===== src/rtl/fifo_arb_pkg.sv =====
// rtl/fifo_arb_pkg.sv - shared types and round-robin pick helper for the FIFO write arbiter
package fifo_arb_pkg;

  typedef enum logic {IDLE, BURST} arb_state_t;

  localparam int MAX_NREQ      = 8;
  localparam int DEPTH_DEFAULT = 8;
  localparam int CW            = $clog2(DEPTH_DEFAULT + 1);

  typedef struct packed {
    logic       valid;
    logic [2:0] idx;
  } rr_pick_t;

  // Scans ptr, ptr+1, ... mod nreq; walking downwards lets the nearest hit win.
  function automatic rr_pick_t rr_pick(input logic [MAX_NREQ-1:0] req,
                                       input logic [2:0]          ptr,
                                       input int                  nreq);
    rr_pick_t p;
    int       j;
    p = '0;
    for (int k = MAX_NREQ - 1; k >= 0; k--) begin
      if (k < nreq) begin
        j = (int'(ptr) + k) % nreq;
        if (req[j[2:0]]) begin
          p.valid = 1'b1;
          p.idx   = j[2:0];
        end
      end
    end
    return p;
  endfunction

endpackage


===== src/rtl/fifo_credit_ctr.sv =====
// rtl/fifo_credit_ctr.sv - free-slot credit counter mirroring the downstream FIFO
module fifo_credit_ctr
  import fifo_arb_pkg::*;
#(
  parameter int DEPTH = DEPTH_DEFAULT,
  parameter int CRW   = $clog2(DEPTH + 1)
) (
  input  logic           clk,
  input  logic           rst,
  input  logic           wr_i,
  input  logic           rd_i,
  output logic [CRW-1:0] count_o
);

  logic [CRW-1:0] count_q, count_d;

  always_comb begin
    count_d = count_q;
    if (wr_i && !rd_i) begin
      count_d = count_q - 1'b1;
    end else if (rd_i && !wr_i && count_q != CRW'(DEPTH)) begin
      count_d = count_q + 1'b1;
    end
  end

  always_ff @(posedge clk or posedge rst) begin
    if (rst) count_q <= CRW'(DEPTH);
    else     count_q <= count_d;
  end

  assign count_o = count_q;

  // A read while every slot is free means the FIFO side is out of step with us.
  a_no_overflow: assert property (@(posedge clk) disable iff (rst)
    !(rd_i && !wr_i && count_q == CRW'(DEPTH)));

  a_no_underflow: assert property (@(posedge clk) disable iff (rst)
    !(wr_i && !rd_i && count_q == '0));

endmodule


===== src/rtl/fifo_wr_arbiter.sv =====
// rtl/fifo_wr_arbiter.sv - credit-gated round-robin burst arbiter for one FIFO write port
module fifo_wr_arbiter
  import fifo_arb_pkg::*;
#(
  parameter int NREQ      = 4,
  parameter int DW        = 8,
  parameter int DEPTH     = 8,
  parameter int MAX_BURST = 4
) (
  input  logic                         clk,
  input  logic                         rst,
  input  logic [NREQ-1:0]              req,
  input  logic [NREQ*DW-1:0]           req_data,
  output logic [NREQ-1:0]              ack,
  output logic                         fifo_wr_en,
  output logic [DW-1:0]                fifo_din,
  input  logic                         fifo_rd_fire,
  output logic [$clog2(DEPTH+1)-1:0]   credits,
  output logic                         busy
);

  localparam int IW = $clog2(NREQ);
  localparam int BW = $clog2(MAX_BURST + 1);

  arb_state_t        state_q, state_d;
  logic [IW-1:0]     rr_ptr_q, rr_ptr_d;
  logic [IW-1:0]     owner_q, owner_d;
  logic [BW-1:0]     burst_cnt_q, burst_cnt_d;
  logic [NREQ-1:0]   ack_q, ack_d;
  logic              wr_en_q, wr_en_d;
  logic [DW-1:0]     din_q, din_d;
  rr_pick_t          pick;
  logic              credit_ok;

  assign credit_ok = (credits != '0);

  always_comb begin
    state_d     = state_q;
    rr_ptr_d    = rr_ptr_q;
    owner_d     = owner_q;
    burst_cnt_d = burst_cnt_q;
    din_d       = din_q;
    ack_d       = '0;
    wr_en_d     = 1'b0;
    pick        = rr_pick(MAX_NREQ'(req), 3'(rr_ptr_q), NREQ);

    case (state_q)
      IDLE: begin
        if (pick.valid && credit_ok) begin
          wr_en_d     = 1'b1;
          owner_d     = IW'(pick.idx);
          burst_cnt_d = BW'(1);
          if (MAX_BURST == 1) rr_ptr_d = IW'((int'(pick.idx) + 1) % NREQ);
          else                state_d  = BURST;
        end
      end
      BURST: begin
        // Leaving a burst always costs one bubble cycle before the next grant.
        if (!req[owner_q] || burst_cnt_q == BW'(MAX_BURST)) begin
          rr_ptr_d = IW'((int'(owner_q) + 1) % NREQ);
          state_d  = IDLE;
        end else if (credit_ok) begin
          wr_en_d     = 1'b1;
          burst_cnt_d = burst_cnt_q + 1'b1;
        end
      end
      default: state_d = IDLE;
    endcase

    if (wr_en_d) begin
      ack_d[owner_d] = 1'b1;
      din_d          = req_data[owner_d*DW +: DW];
    end
  end

  always_ff @(posedge clk or posedge rst) begin
    if (rst) begin
      state_q     <= IDLE;
      rr_ptr_q    <= '0;
      owner_q     <= '0;
      burst_cnt_q <= '0;
      ack_q       <= '0;
      wr_en_q     <= 1'b0;
      din_q       <= '0;
    end else begin
      state_q     <= state_d;
      rr_ptr_q    <= rr_ptr_d;
      owner_q     <= owner_d;
      burst_cnt_q <= burst_cnt_d;
      ack_q       <= ack_d;
      wr_en_q     <= wr_en_d;
      din_q       <= din_d;
    end
  end

  fifo_credit_ctr #(
    .DEPTH (DEPTH)
  ) u_credit_ctr (
    .clk     (clk),
    .rst     (rst),
    .wr_i    (wr_en_d),
    .rd_i    (fifo_rd_fire),
    .count_o (credits)
  );

  assign ack        = ack_q;
  assign fifo_wr_en = wr_en_q;
  assign fifo_din   = din_q;
  assign busy       = (state_q == BURST);

endmodule


===== config.mk =====
export PLATFORM = sky130hd
export DESIGN_NAME = fifo_wr_arbiter
export DESIGN_NICKNAME = d
export VERILOG_FILES = /design/src/rtl/fifo_arb_pkg.sv /design/src/rtl/fifo_credit_ctr.sv /design/src/rtl/fifo_wr_arbiter.sv
export SDC_FILE = /design/constraint.sdc
export NUM_CORES = 1
export LEC_CHECK = 0
export CORE_ASPECT_RATIO = 0.9
export CORE_MARGIN = 10
export CORE_UTILIZATION = 38
export CTS_CLUSTER_SIZE = 20
export DETAILED_ROUTE_END_ITERATION = 16
export HOLD_SLACK_MARGIN = 0.1
export PLACE_DENSITY = 0.73
export SETUP_SLACK_MARGIN = 0.5
export SYNTH_ARGS = -nofsm -noshare
export SYNTH_HDL_FRONTEND = slang
export SYNTH_SLANG_ARGS = --single-unit

===== constraint.sdc =====
create_clock -name clk -period 2.9 [get_ports clk]
set_clock_uncertainty 0.15 [all_clocks]
set_input_delay 0.29 -clock clk [delete_from_list [all_inputs] [get_ports clk]]
set_output_delay 0.29 -clock clk [all_outputs]
set_load 0.03 [all_outputs]

==> flow_summary.yaml <==
critical_path:
  path_max_fanout: 5
  path_cells: "mux4_2, and3_4, o21ai_4, inv_4, nand2b_4, xnor2_1, ha_2, o32ai_4, xor2_1"
  critPathCaptureType: "register"
  crit_path_start: "owner_q[0]"
  path_class: "register to register"
  crit_slowest_cell: "mux4_2"
  required_ps: 2950
  cpPeakStageDelay_ps: 500
  critPathArrivalTime_ps: 2390
  critPathLaunchType: "register"
  r2r_start: "owner_q[0]"
global_routing:
  grt.overflow.total: 0
  grt_pass1_wl_microns: 6280
  grt_start_max_net_pins: 26
  antenna_found_initial: 0
  gr-usage-met1_pct: 12.6
  globalRouteMet3Util_pct: 7.18
  grt_util_all_layers_pct: 11.5
  top_usage_layer: "met2"
  grt_pass1_vias: 1338
  met2_usage_pct: 18.4
detailed_routing:
  drt_pass1_iterations: 4
  wl_per_cell_microns: 16.4
  drtAntennaViolNets: 0
  viasPerCell: 5.20
  drt_iter0_markers: 61
  wl_microns: 3950
  vias: 1254
  drcViolationCount: 0
sta:
  slew_headroom_pct: 35.4
  fmax_mhz: 427
  rsz0062_at_grt: "yes"
  fin_setup_tns_ps: 0
  setup_viol: 0
  tightest_slew_ps: 968
  maxSlewViolCount: 0
  fin_crit_ps: 2340
  whs_ps: 361
  finalHoldViolations: 0
  fin_crit_sh_pct: 80.7
clocking:
  htree_levels: 1
  holdBufCountCts: 0
  clk_path_buf_depth: 2
  cts_made_buffers: 3
  root_buffer: "clkbuf_8"
  path_clk_slew_ps: 90
  worstSkewPairLatency_ps: 270
  cts_tree: "yes"
  clock_sinks: 25
yosys:
  synth_ff_type: "dfrtp_1"
  synthDistinctLibCells: 37
  yosysWarnings: 0
  ys_ff_latch: 25
  syn_area_per_cell_sq_um: 10.6
  synth_async_sr_flop_share_pct: 100
  syn_area_sq_um: 1370
  synth_seq_area_share_pct: 45.9
  syn_inst: 129
  syn_nets: 171
  synth-edff-count: 0
placement:
  portBuffers: 56
  dp_hpwl_microns: 2960
  place.gp.congestion: 0.829
floorplanning:
  num_io_pins: 57
  rows: 20
  start_util_pct: 39.9
  die_y_microns: 76.9
  die_x_microns: 83.2
  core_area_sq_um: 3430
  die-area_sq_um: 6400
power:
  p_sw_share_pct: 45.2
  power_frac_comb_pct: 65.9
  max-vdd-ir-drop_mv: 0.447
  power.internal_uw: 1430
  leakage_uw: 0.000927
  p_sw_uw: 1180
  p_clk_share_pct: 8.1
  pwr-share-seq_pct: 26.0
  powerDensity_nw_per_um2: 1230
finish:
  syn_to_final_growth_pct: 55.9
  drive_above_1_share_pct: 15.2
  final_core_util_pct: 62.1
  fin_nets: 240
  num_antenna_cells: 0
min_path:
  hold_path_class: "register to register"
  worstHoldStart: "fifo_din[6]"
run:
  maxCapViolations: 0
status:
  status: "complete, no violations"
-- synthesized netlist by cell type (all sizes together), types with 2 or more instances --
cell    count  area, sq um
nand2b      3         26.3
nand2      18         70.1
xnor2       2         17.5
o221ai      8         70.1
mux2i      18          180
inv         8         32.5
nand3       3         15.0
o21ai       4         31.3
a211oi      2         15.0
nor2        7         28.8
dfrtp      24          601
nor3        3         15.0
buf         3         17.5
ha          3         37.5
a21oi       5         25.0
xor2        3         26.3
-- worst paths after layout --
kind,to,slack (ps),cells past startpoint
setup / recovery,u_credit_ctr.count_o[2],560,9
hold / removal,fifo_din[6],360,2
setup reg to reg,u_credit_ctr.count_o[2],560,9
hold reg to reg,fifo_din[6],360,2
max in group asynchronous,owner_q[0],1560,2
min in group asynchronous,fifo_din[7],390,2
-- flip-flops by register name, indices dropped and copies added, names as in the netlist --
register / cells
fifo_din: 8
ack: 4
u_credit_ctr.count_o: 4
burst_cnt_q: 3
owner_q: 2
rr_ptr_q: 2
busy: 1
fifo_wr_en: 1
-- layout by cell type (no fill, tap or decap), types with 2 or more instances in the layout --
cell / n
clkbuf_8: 3
inv_1: 7
clkdlybuf4s50_1: 52
nand3_1: 3
xnor2_1: 2
nor3_1: 3
a211oi_1: 2
xor2_1: 3
nand2b_1: 2
nor2_1: 6
dlygate4sd2_1: 4
a21oi_1: 5
o221ai_1: 8
o21ai_0: 3
nand2_2: 4
ha_1: 2
buf_4: 10
nand2_1: 14
dfrtp_1: 23
mux2i_1: 17
-- cell type report --
cell class                 count  area (sq um)
fill                         262          1300
multi-input combinational     93           714
timing repair buffer          67           651
sequential                    25           628
tap                           44          55.1
clock buffer                   3          41.3
inverter                       8          32.5
clock inverter                 1          7.51
-- cell families (layout without fill, tap and decap cells) --
| family | Yosys count | after routing | share of synthesized area [%] |
|---|---|---|---|
| buf+inv | 11 | 79 | 3.66 |
| compound gates | 27 | 27 | 15.6 |
| mux | 19 | 19 | 14.8 |
| simple gates | 39 | 39 | 14.1 |
| flops | 25 | 25 | 45.9 |
| xor+xnor | 5 | 5 | 3.21 |
| fa+ha+maj | 3 | 3 | 2.75 |
-- power groups by stage --
stage	clock, uW	combinational [uW]	sequential, uW
floorplan	0	803	897
global placement	0	1530	676
detailed placement	0	1570	684
CTS	215	1590	675
global route	232	1850	705
finish	211	1720	680
-- routing by layer --
metal	share of wire (%)	vias up
met5	0	-
met4	1.4	0
met3	11	6
met2	46	58
met1	42	583
li1	-	607
-- per-stage QoR --
| step | total power (uW) | instances | area (sq um) | setup slack (ps) |
|---|---|---|---|---|
| after floorplan | 1700 | 129 | 1370 | 540 |
| after global placement | 2200 | 228 | 2000 | 201 |
| after detailed placement | 2250 | 228 | 2000 | 139 |
| after CTS | 2480 | 233 | 2050 | 529 |
| after global routing | 2790 | 241 | 2130 | 458 |
| final | 2610 | 241 | 2130 | 560 |
-- worst max-delay path: cells and delay by family (launching register included) --
kind,cells,cell delay [ps]
xor gates and xnor gates,2,220
muxes,1,500
and+or+nand+nor,2,290
DFF,1,380
AOI/OAI and AO/OA,2,430
adders and majority gates,1,210
buffers and inverters,1,70
-- timing repair --
item,4_1_cts,5_1_grt
setup endpoints to repair,1,9
endpoints found under the hold margin,0,0
resized for setup,5,5
pin swaps,0,3
setup buffers,1,8
Note: power is estimated with default switching activity, not from simulation.
